$ cat src/rtl/tick_timer.sv
// Tick-driven programmable down-timer with one-shot and periodic modes.
// Optional expiry counter output exp_cnt when TICK_TIMER_EXP_CNT_EN is defined.
module tick_timer #(
  parameter int W = 16
) (
  input  logic         clk,
  input  logic         reset_n,
  input  logic         tick_in,
  input  logic         start,
  input  logic         stop,
  input  logic         periodic,
  input  logic [W-1:0] load_val,
  output logic         busy,
  output logic         expire_tick,
`ifdef TICK_TIMER_EXP_CNT_EN
  output logic [7:0]   exp_cnt,
`endif
  output logic [W-1:0] count
);

  typedef enum logic [0:0] {ST_IDLE = 1'b0, ST_RUN = 1'b1} state_t;

  state_t       state_r;
  logic [W-1:0] load_r;
  logic         mode_r;
  logic [W-1:0] count_r;
  logic         busy_r;
  logic         expire_r;
`ifdef TICK_TIMER_EXP_CNT_EN
  logic [7:0]   exp_cnt_r;
`endif

  // Timer FSM: stop beats start, start beats tick; expiry strobe lasts one cycle.
  always_ff @(posedge clk or negedge reset_n) begin
    if (!reset_n) begin
      state_r  <= ST_IDLE;
      load_r   <= {W{1'b0}};
      mode_r   <= 1'b0;
      count_r  <= {W{1'b0}};
      busy_r   <= 1'b0;
      expire_r <= 1'b0;
`ifdef TICK_TIMER_EXP_CNT_EN
      exp_cnt_r <= 8'd0;
`endif
    end else begin
      expire_r <= 1'b0;
      case (state_r)
        ST_IDLE: begin
          if (stop) begin
            state_r <= ST_IDLE;
            busy_r  <= 1'b0;
          end else if (start) begin
            load_r  <= load_val;
            mode_r  <= periodic;
            count_r <= load_val;
            state_r <= ST_RUN;
            busy_r  <= 1'b1;
`ifdef TICK_TIMER_EXP_CNT_EN
            exp_cnt_r <= 8'd0;
`endif
          end else begin
            state_r <= ST_IDLE;
            busy_r  <= 1'b0;
          end
        end
        ST_RUN: begin
          if (stop) begin
            count_r <= {W{1'b0}};
            state_r <= ST_IDLE;
            busy_r  <= 1'b0;
          end else if (start) begin
            load_r  <= load_val;
            mode_r  <= periodic;
            count_r <= load_val;
            busy_r  <= 1'b1;
`ifdef TICK_TIMER_EXP_CNT_EN
            exp_cnt_r <= 8'd0;
`endif
          end else if (tick_in) begin
            if (count_r != {W{1'b0}}) begin
              count_r <= count_r - {{(W-1){1'b0}}, 1'b1};
            end else begin
              expire_r <= 1'b1;
`ifdef TICK_TIMER_EXP_CNT_EN
              if (exp_cnt_r != 8'd255) begin
                exp_cnt_r <= exp_cnt_r + 8'd1;
              end else begin
                exp_cnt_r <= exp_cnt_r;
              end
`endif
              // Periodic reload keeps running; one-shot parks at zero in IDLE.
              if (mode_r) begin
                count_r <= load_r;
              end else begin
                state_r <= ST_IDLE;
                busy_r  <= 1'b0;
              end
            end
          end else begin
            busy_r <= 1'b1;
          end
        end
        default: begin
          state_r <= ST_IDLE;
          count_r <= {W{1'b0}};
          busy_r  <= 1'b0;
        end
      endcase
    end
  end

  assign busy        = busy_r;
  assign expire_tick = expire_r;
  assign count       = count_r;
`ifdef TICK_TIMER_EXP_CNT_EN
  assign exp_cnt     = exp_cnt_r;
`endif

endmodule

$ cat config.mk
export PLATFORM = sky130hd
export DESIGN_NAME = tick_timer
export DESIGN_NICKNAME = d
export VERILOG_FILES = /design/src/rtl/tick_timer.sv
export SDC_FILE = /design/constraint.sdc
export NUM_CORES = 1
export LEC_CHECK = 0
export ABC_AREA = 1
export BUFFER_PORTS_ARGS = -buffer_cell sky130_fd_sc_hd__buf_2
export CAP_MARGIN = 20
export CORE_MARGIN = 2
export CORE_UTILIZATION = 40
export DETAILED_ROUTE_END_ITERATION = 6
export GPL_TIMING_DRIVEN = 0
export PLACE_DENSITY = 0.56
export SYNTH_ARGS = -nofsm -noshare
export SYNTH_HDL_FRONTEND = slang
export SYNTH_SLANG_ARGS = --single-unit
export TNS_END_PERCENT = 50
$ cat constraint.sdc
create_clock -name clk -period 1.8 [get_ports clk]
set_input_delay 0.18 -clock clk [delete_from_list [all_inputs] [get_ports clk]]
set_output_delay 0.18 -clock clk [all_outputs]
set_load 0.02 [all_outputs]
Yosys cells after proc, flatten, opt, wreduce, memory -nomap -nowiden
Cells that the tools add are included.

storage, ports and cells
  output and inout bits = 18
  register bits after elaboration = 36
  logic and storage cells = 48

cells by class
  equality and inequality tests = 6
  bitwise gates (word level) = 2
  reduce and logical (&&, ||, !) cells = 4
  mux-type cells = 29
  $add $sub $neg = 1

operators with widths
  cell                                                                  number
  16-bit two-way mux                                                    7
  16-bit case mux with 2 select lines                                   1
  1-bit two-way mux                                                     19
  16-bit nonzero test                                                   1
  16-bit by 1-bit subtractor with 16-bit output, second input constant  1
  5-bit != test, second input constant                                  2
  5-bit by 3-bit != test with 1-bit output, second input constant       1
  2-bit != test, second input constant                                  2
  4-bit != test, second input constant                                  1
  1-bit case mux with 2 select lines                                    2
  2-bit AND reduction                                                   2
  4-bit AND reduction                                                   1
  1-bit NOT                                                             2

Logic depth before layout (Yosys ltp)
Gate-level depths: netlist of the first run.

  depth in word-level cells = 6
  depth in mapped cells = 12
  depth with buffers taken out = 12

Worst setup path after synthesis of the first run
Ideal clock, no wire load.

  kind = register -> register
  start = reg count_r[0] (netlist: count[0])
  end = reg count_r[2] (netlist: count[2])
  stages on the path, launching flop included = 11
  setup slack = 0.076 ns
  required time = 1.683 ns
  clock period less this slack = 1.724 ns
  arrival time = 1.607 ns
  cells stage by stage = dfrtp_1 inv_1 ha_1 nand3_1 nor2_4 nand2_4 buf_6 o211ai_2 nand2_1 nand2_1 nand2_1

between the ends
  longest elaborated chain between the ends = 6

ends and longest elaborated chain
  what                                                                                         RTL line  source
  from (decl)                                                                                  26        logic [W-1:0] count_r;
  from (signal assigned)                                                                       39        count_r <= {W{1'b0}};
  from (signal assigned)                                                                       55        count_r <= load_val;
  from (signal assigned)                                                                       68        count_r <= {W{1'b0}};
  16-bit by 1-bit subtractor with 16-bit output / 16-bit nonzero test (equally long branches)  81, 80
  16-bit two-way mux                                                                           80        if (count_r != {W{1'b0}}) begin
  16-bit two-way mux                                                                           79        end else if (tick_in) begin
  16-bit two-way mux                                                                           71        end else if (start) begin
  16-bit two-way mux                                                                           67        if (stop) begin
  16-bit case mux with 2 select lines                                                          47        case (state_r)

Parallel ways exist; a longest one is shown, timed or not. The select of a mux whose other input is x is not followed.
A chain may end at the register's enable or synchronous reset.

Worst setup path in the final report of the first run
  start = reg count_r[5] (netlist: count[5])
  end = reg count_r[11] (netlist: count[11])

Same word-level chain as after synthesis.

==> results of run 1 <==
-- worst paths after layout --
kind	start	end	slack, ns	depth (start not counted)
hold / removal	reset_n	expire_tick	0.005	1
max in group asynchronous	reset_n	count[5]	1.26	1
hold reg to reg	load_r[0]	load_r[0]	0.48	2
setup / recovery	count[5]	count[11]	0.13	9
min in group clk	periodic	mode_r	0.10	3
setup reg to reg	count[5]	count[11]	0.13	9
-- per-layer routing --
layer	GRT usage [%]	vias up	wire [um]
li1	-	1245	-
met3	4.07	7	219
met4	5.59	0	65
met2	39.7	37	3240
met5	0	-	0
met1	27.4	1129	2970
-- sequential cells by signal, summed over array words and instances, names as in the netlist --
register	flops
expire_tick	1
state_r	1
count	16
busy	1
mode_r	1
load_r	16
-- cells in the mapped netlist, types with 2 or more instances --
| library cell | n |
|---|---|
| buf_2 | 2 |
| buf_4 | 2 |
| clkbuf_1 | 3 |
| dfrtp_1 | 36 |
| ha_1 | 2 |
| inv_1 | 46 |
| inv_2 | 4 |
| nand2_1 | 167 |
| nand2_2 | 3 |
| nand3_1 | 26 |
| nand3_2 | 3 |
| nand3b_1 | 4 |
| nor2_1 | 33 |
| nor2_2 | 7 |
| nor3_1 | 4 |
| o211ai_2 | 4 |
| o21ai_0 | 16 |
| o21ai_1 | 2 |
| xor2_1 | 2 |
-- critical path, stage by stage, from the launching register on --
cell	delay, ns
dfrtp_1	0.45
nor2_2	0.20
nand2_1	0.14
nor3_2	0.16
nand3_1	0.15
nand3_4	0.12
buf_8	0.15
nor2_1	0.04
nand2_1	0.09
nand2_1	0.06
-- what timing repair did --
action / in CTS / in global routing
buffers inserted: 1 / 4
resized for setup: 4 / 7
setup endpoints to repair: 15 / 16
hold buffers: 0 / 0
pin swaps: 1 / 2
-- power groups by stage --
stage	logic, mW	registers, mW	clock network (mW)
2_1_floorplan	0.563	1.13	0
3_3_place_gp	0.895	1.07	0
3_5_place_dp	0.903	1.07	0
4_1_cts	0.924	1.06	0.628
5_1_grt	1.10	1.08	0.672
6_report	0.958	1.06	0.607
-- cell families after synthesis --
| kind of cell | share of synthesized area [%] |
|---|---|
| AO/OA/AOI/OAI | 6.34 |
| XOR/XNOR | 1.09 |
| adder cells (fa/ha/maj) | 1.04 |
| buffers and inverters | 9.78 |
| flip-flops | 37.4 |
| AND/OR/NAND/NOR | 44.3 |
-- area by class of cell --
class / instances / area (um2) / area share, %
Multi-Input combinational cell: 279 / 1310 / 45.6
Sequential cell: 36 / 901 / 31.4
Timing Repair Buffer: 44 / 233 / 8.10
Inverter: 50 / 188 / 6.53
Tap cell: 75 / 93.8 / 3.27
Clock buffer: 6 / 82.6 / 2.87
Buffer: 8 / 55.1 / 1.92
Clock inverter: 2 / 10.0 / 0.348
-- per-stage QoR --
| step | setup TNS (ns) | instance area, um2 |
|---|---|---|
| 3_5_place_dp | -0.800 | 2700 |
| 3_3_place_gp | -0.717 | 2700 |
| 5_1_grt | -0.00665 | 2870 |
| 4_1_cts | 0 | 2820 |
| 2_1_floorplan | 0 | 2410 |
| 6_report | 0 | 2870 |
==> results_dict.tcl, run 1 <==
set metrics [dict create \
    comb_power_share_pct 36.5 \
    num_antenna_cells 0 \
    syn_to_final_growth_pct 19.4 \
    grt_max_degree 37 \
    power_mw 2.62 \
    syn_avg_cell_area_um2 6.45 \
    grt_pass1_wl_um 11200 \
    cts_made_buffers 5 \
    cts.sinks 36 \
    yosys-top-cells-area "dfrtp_1 (37%), nand2_1 (26%), inv_1 (7.2%), nand3_1 (5.4%), nor2_1 (5.1%)" \
    fin_ws_ns 0.128 \
    start_util_pct 41.1 \
    clock_power_share_pct 23.2 \
    yosysWarnings 0 \
    final_hold_viol_count 0 \
    drive_gt1_share_pct 20.2 \
    htree_levels 2 \
    wirelength_um 6500 \
    placedCellCount 487 \
    ys_types 26 \
    avgViaCountPerCell 4.84 \
    internal-power_mw 1.56 \
    crit_required_ns 1.98 \
    synth_nets 397 \
    skew_ns 0.00606 \
    clk_transition_reported_paths_ns 0.08 \
    grt_pass1_vias 2366 \
    grt_remaining_overflow 0 \
    grt_usage_pct 22.2 \
    cts_root_buf "clkbuf_8" \
    ios 40 \
    drc 0 \
    syn_area_mm2 0.00241 \
    maxCapViolations 0 \
    maxSlewViolCount 0 \
    holdWs_ns 0.00494 \
    final_common_cell "nand2_1" \
    fillers 631 \
    cts_buffer_depth 2 \
    fp.dieH_um 81.6 \
    timing.final.crit_share_pct 92.9 \
    final_nets 448 \
    status "complete, no violations" \
    syn_inst 373 \
    antenna_left 0 \
    dp_hpwl_um 4840 \
    vias 2418 \
    dieWidth_um 81.6 \
    final_util_pct 49.1 \
    most-common-layout-cells "nand2_1 (166), inv_1 (45), buf_2 (41), dfrtp_1 (36), nor2_1 (32)" \
    drtIter0Drc 120 \
    peakVddDrop_mv 0.365 \
    synth_area_leader_cell "dfrtp_1" \
    fin_cells 500 \
    wl_per_cell_um 13.0 \
    cellLeakagePower_nw 1.68 \
    ys_seq_elements 36 \
    core_mm2 0.00585 \
    num_rows 28 \
    synth_top_area_share_pct 37.4 \
    power_density_mw_per_mm2 913 \
    finalCriticalPeriod_ns 1.67 \
    critPathArrivalTime_ns 1.85 \
    p_sw_mw 1.06 \
    worstSetupStartpointType "register" \
    setup_viol 0 \
    dieArea_mm2 0.00665 \
    synthArstFlopShare_pct 100 \
    critical_path_class "reg -> reg" \
    tightest_slew_ns 0.872 \
    cts_tree "built" \
    ys_seq_area_share_pct 37.4 \
    p_sw_share_pct 40.4 \
    cp-end-kind "register" \
    crit_fanout 10 \
    drt_first_pass_iters 4 \
    pre_cts_ws_ns -0.112 \
    synth_ff_type "dfrtp_1" \
    insertion_delay_ns 0.29 \
    maxSlewHeadroom_pct 41.9 \
    power_frac_seq_pct 40.3 \
    hp-class "in -> async" \
    place.gp.congestion 0.839 \
    antenna_found_initial 0 \
    placement.io_buffers 39 \
    fmax_mhz 598 \
    synth-edff-count 0 \
]
(Power assumes the default switching activity.)
==> run 2: changes to the inputs <==
--- a/config.mk
+++ b/config.mk
@@ -12,7 +12,9 @@
 export CORE_UTILIZATION = 40
 export DETAILED_ROUTE_END_ITERATION = 6
 export GPL_TIMING_DRIVEN = 0
-export PLACE_DENSITY = 0.56
+export HOLD_SLACK_MARGIN = 0.1
+export PLACE_DENSITY = 0.58
+export REMOVE_ABC_BUFFERS = 1
 export SYNTH_ARGS = -nofsm -noshare
 export SYNTH_HDL_FRONTEND = slang
 export SYNTH_SLANG_ARGS = --single-unit
==> run 2 against run 1 <==
Sequential share of layout area shrank 1.2 points. Combinational power grew 1%. Global-route usage shrank 1.4 points. Setup slack lost 0.0015 ns. Sequential power is essentially flat. Flip-flop and latch count is the same. Highest routed layer unchanged. Clock-buffer cell count grew 1. Worst hold slack gained 0.097 ns. Largest cell class unchanged. Non-clock buffer count grew 4. Register-to-register slack is essentially flat. First-iteration DRC count grew 14%. Critical path depth grew 1.
==> results_dict.tcl, run 2 (synthesis results as in run 1) <==
set metrics [dict create \
    status "complete, no violations" \
    drc 0 \
    multi_input_area_mm2 0.00136 \
    cts_root_buf "clkbuf_8" \
    placedCellCount 480 \
    dp_hpwl_um 4130 \
    critical_path_class "reg -> reg" \
    insertion_delay_ns 0.29 \
    num_antenna_cells 0 \
    cellLeakagePower_nw 1.72 \
    crit_required_ns 1.98 \
    cp-end-kind "register" \
    fmax_mhz 598 \
    grt_usage_pct 20.7 \
    antenna_found_initial 0 \
    wl_met2_um 3040 \
    hp-class "in -> reg" \
    grt_remaining_overflow 0 \
    most-common-layout-cells "nand2_1 (166), inv_1 (45), buf_2 (39), dfrtp_1 (33), nor2_1 (31)" \
    start_util_pct 41.1 \
    grt_max_degree 37 \
    skew_ns 0.00344 \
    maxSlewHeadroom_pct 43.5 \
    core_mm2 0.00585 \
    place.gp.congestion 0.848 \
    fillers 602 \
    ios 40 \
    num_rows 28 \
    drt-met1-wl_um 3020 \
    final_nets 454 \
    finalCriticalPeriod_ns 1.67 \
    syn_to_final_growth_pct 24.8 \
    final_hold_viol_count 0 \
    worstSetupStartpointType "register" \
    cts_buffer_depth 2 \
    regArea_um2 905 \
    final_common_cell "nand2_1" \
    avgViaCountPerCell 4.63 \
    critPathArrivalTime_ns 1.86 \
    clk_transition_reported_paths_ns 0.07 \
    grt_pass1_vias 2186 \
    wl_per_cell_um 12.6 \
    wirelength_um 6390 \
    wl_met3_um 299 \
    antenna_left 0 \
    dieArea_mm2 0.00665 \
    cts_tree "built" \
    vias 2339 \
    drtIter0Drc 137 \
    maxCapViolations 0 \
    placement.io_buffers 39 \
    maxSlewViolCount 0 \
    fp.dieH_um 81.6 \
    drt_first_pass_iters 4 \
    htree_levels 2 \
    grt_pass1_wl_um 10500 \
    dieWidth_um 81.6 \
    cts.sinks 36 \
    power_density_mw_per_mm2 897 \
    setup_viol 0 \
    fin_cells 505 \
    crit_fanout 9 \
    cts_made_buffers 5 \
    tightest_slew_ns 0.847 \
    peakVddDrop_mv 0.380 \
    top_layer "met4" \
    drive_gt1_share_pct 22.6 \
    holdWs_ns 0.102 \
    timing.final.crit_share_pct 93.0 \
]
## run 2: cell types whose count changed in the layout (fill, tap and decap cells not counted), moves of 3 or more
| cell | previous run | this run |
|---|---|---|
| buf_4 | 6 | 11 |
| clkbuf_1 | 3 | 0 |
| dfrtp_1 | 36 | 33 |
| dfrtp_2 | 0 | 3 |
## run 2: worst paths after layout
| check | from | to | slack, ns | cells after the start |
|---|---|---|---|---|
| setup / recovery | count[0] | count[2] | 0.13 | 10 |
| max in group asynchronous | reset_n | count[0] | 0.67 | 2 |
| hold reg to reg | busy | busy | 0.48 | 2 |
| hold / removal | periodic | mode_r | 0.10 | 3 |
| setup reg to reg | count[0] | count[2] | 0.13 | 10 |
| min in group asynchronous | reset_n | load_r[15] | 0.52 | 2 |
## run 2: where the power goes
group | total [mW] | switching [mW] | internal (mW)
clock | 0.643 | 0.302 | 0.341
sequential | 1.08 | 0.153 | 0.927
combinational | 0.969 | 0.609 | 0.360
total | 2.69 | 1.06 | 1.63
## run 2: area by class of cell
cell class / count / area share (%)
multi-input cells: 281 / 45.3
flip-flops and latches: 36 / 30.1
repair buffers: 56 / 11.8
inverters: 50 / 6.42
clock buffers: 7 / 3.21
well taps: 75 / 3.13
## run 2: through the flow
step	area [um2]	setup WS, ns	setup TNS (ns)	util [%]	total power [mW]
final	3000	0.127	0	51.3	2.69
after detailed placement	2670	-0.266	-3.23	45.6	1.94
after global placement	2650	-1.10	-18.70	45.3	1.93
after floorplan	2360	-0.0513	-0.229	-	1.68
after global routing	3000	-0.00931	-0.0201	51.3	2.91
after CTS	2830	0.00257	0	48.4	2.62
## run 2: timing repair
item / CTS / global route
cloned: 1 / 1
hold buffers: 2 / 0
setup endpoints to repair: 18 / 18
resized for setup: 3 / 18
pin swaps: 2 / 3
hold endpoints to repair: 37 / 0
setup buffers: 2 / 12
## run 2: metal layers
metal	vias up	track usage, %
met2	50	35.4
met3	4	3.63
met1	1028	26.9
li1	1257	-
met5	-	0
met4	0	5.76
## run 2: critical path, cell delays in order (launching register included)
cell	delay [ns]
dfrtp_2	0.45
inv_4	0.09
ha_4	0.14
nand3_2	0.09
nor2_4	0.23
buf_6	0.14
nand2_4	0.10
o211ai_2	0.16
nand2_1	0.06
nand2_1	0.05
nand2_1	0.05
==> run 3: changes to the inputs <==
--- a/config.mk
+++ b/config.mk
@@ -8,6 +8,7 @@
 export ABC_AREA = 1
 export BUFFER_PORTS_ARGS = -buffer_cell sky130_fd_sc_hd__buf_2
 export CAP_MARGIN = 20
+export CORE_ASPECT_RATIO = 0.9
 export CORE_MARGIN = 2
 export CORE_UTILIZATION = 40
 export DETAILED_ROUTE_END_ITERATION = 6
==> run 3 against run 2 <==
Global-route usage down 0.91 points. Clock skew up 0.0029 ns. Flip-flop and latch count unchanged. Sequential share of layout area up 0.47 points. Power down 2.0%. Worst hold slack better by 0.014 ns. Clock-buffer cell count up 1. Critical path type unchanged. Critical path depth up 1. Register-to-register slack worse by 0.05 ns. Largest power group unchanged.
==> results_dict.tcl, run 3 (synthesis results as in run 1) <==
set metrics [dict create \
    status "complete, no violations" \
    peakVddDrop_mv 0.366 \
    reg2reg_to "count[3]" \
    skew_ns 0.00632 \
    start_util_pct 41.8 \
    final_hold_viol_count 0 \
    insertion_delay_ns 0.29 \
    dieArea_mm2 0.00665 \
    placedCellCount 475 \
    avgViaCountPerCell 4.77 \
    ios 40 \
    placement.io_buffers 39 \
    power_density_mw_per_mm2 893 \
    startpoint "count[0]" \
    drt_first_pass_iters 6 \
    critical_path_class "reg -> reg" \
    vias 2374 \
    critPathBufInv 2 \
    crit_cells 11 \
    finalCriticalPeriod_ns 1.72 \
    crit_fanout 9 \
    maxCapViolations 0 \
    num_rows 26 \
    grt_max_degree 37 \
    critPathArrivalTime_ns 1.95 \
    cp-end-kind "register" \
    antenna_left 0 \
    rrSetupSlack_ns 0.08 \
    setup_viol 0 \
    final_nets 451 \
    htree_levels 2 \
    grt_pass1_vias 2122 \
    cts_made_buffers 5 \
    grt_pass1_wl_um 10400 \
    drc 0 \
    multi_input_area_mm2 0.00135 \
    r2r-start "count[0]" \
    antenna_found_initial 0 \
    core_mm2 0.00576 \
    timing.final.crit_share_pct 95.8 \
    slowest_stage "dfrtp_2" \
    syn_to_final_growth_pct 22.7 \
    dp_hpwl_um 4150 \
    drive_gt1_share_pct 21.7 \
    drtIter0Drc 121 \
    fin_cells 498 \
    place.gp.congestion 0.848 \
    cts_tree "built" \
    wl_per_cell_um 13.0 \
    worstSetupStartpointType "register" \
    cts_buffer_depth 2 \
    cellLeakagePower_nw 1.69 \
    maxSlewHeadroom_pct 43.2 \
    grt_remaining_overflow 0 \
    final_common_cell "nand2_1" \
    cp_top_family "simple AND/OR/NAND/NOR gates" \
    tightest_slew_ns 0.852 \
    fp.dieH_um 77.6 \
    maxSlewViolCount 0 \
    final_util_pct 51.3 \
    cpMostUsedCell "nand2_1" \
    clk_transition_reported_paths_ns 0.07 \
    num_antenna_cells 0 \
    cts.sinks 36 \
    crit_path_end "count[3]" \
    most-common-layout-cells "nand2_1 (166), inv_1 (45), buf_2 (39), dfrtp_1 (34), nor2_1 (31)" \
    fmax_mhz 580 \
    reg2reg_depth 11 \
    dieWidth_um 85.8 \
    critPathMaxStageDelay_ns 0.44 \
    regArea_um2 903 \
    grt_usage_pct 19.8 \
    crit_required_ns 2.03 \
    crit_chain "inv_2 > ha_4 > nand3_2 > nor2_4 > buf_4 > nand2_4 > nand2_1 > o211ai_2 > nand2_1 > nand2_1 > nand2_1" \
    hp-class "in -> reg" \
    fillers 602 \
    cts_root_buf "clkbuf_8" \
    wirelength_um 6460 \
]
## run 3: per-stage QoR
step / setup WS (ns) / TNS [ns] / cell area [um2] / hold slack (ns) / power [mW]
2_1_floorplan: -0.0513 / -0.229 / 2360 / -0.116 / 1.68
3_3_place_gp: -1.12 / -19.74 / 2640 / 0.334 / 1.93
3_5_place_dp: -0.272 / -3.17 / 2660 / 0.351 / 1.94
4_1_cts: 0.0152 / 0 / 2830 / 0.108 / 2.60
5_1_grt: -0.0201 / -0.0493 / 2950 / 0.128 / 2.84
6_report: 0.0755 / 0 / 2950 / 0.116 / 2.64
## run 3: worst min-delay path by stage
stage / start / end / cells past startpoint
3_3_place_gp: reset_n / count[11] / 1
3_5_place_dp: reset_n / count[11] / 1
5_1_grt: load_val[8] / load_r[8] / 3
2_1_floorplan: reset_n / busy / 0
4_1_cts: load_val[0] / load_r[0] / 3
6_report: load_val[7] / load_r[7] / 3
## run 3: worst register-to-register path: cells and delay by family, from the launching register on
kind | cells | cell delay (ns)
AO/OA/AOI/OAI | 1 | 0.07
adder cells (fa/ha/maj) | 1 | 0.15
buffers and inverters | 2 | 0.28
flip-flops | 1 | 0.44
AND/OR/NAND/NOR | 7 | 0.72
## run 3: area by class of cell
cell class	count	area share, %
Multi-Input combinational cell	281	45.8
Sequential cell	36	30.6
Timing Repair Buffer	53	11.1
Inverter	50	6.44
Clock buffer	8	3.05
Tap cell	70	2.97
## run 3: timing repair
item | in CTS | in global routing
resized for setup | 3 | 13
hold buffers | 2 | 0
hold endpoints to repair | 37 | 0
gates cloned | 1 | 1
buffers inserted | 3 | 8
pin swaps | 2 | 3
endpoints found under the setup margin | 18 | 18
## run 3: power by group
| group | total [mW] | internal [mW] | switching (mW) |
|---|---|---|---|
| combinational | 0.961 | 0.346 | 0.615 |
| clock | 0.602 | 0.312 | 0.289 |
| sequential | 1.08 | 0.926 | 0.149 |
## run 3: metal layers
metal	GRT usage, %	wire length [um]	up-vias
li1	-	-	1250
met1	28.6	3160	1061
met2	30.9	2850	53
met3	3.72	342	10
met4	4.60	112	0
met5	0	0	-
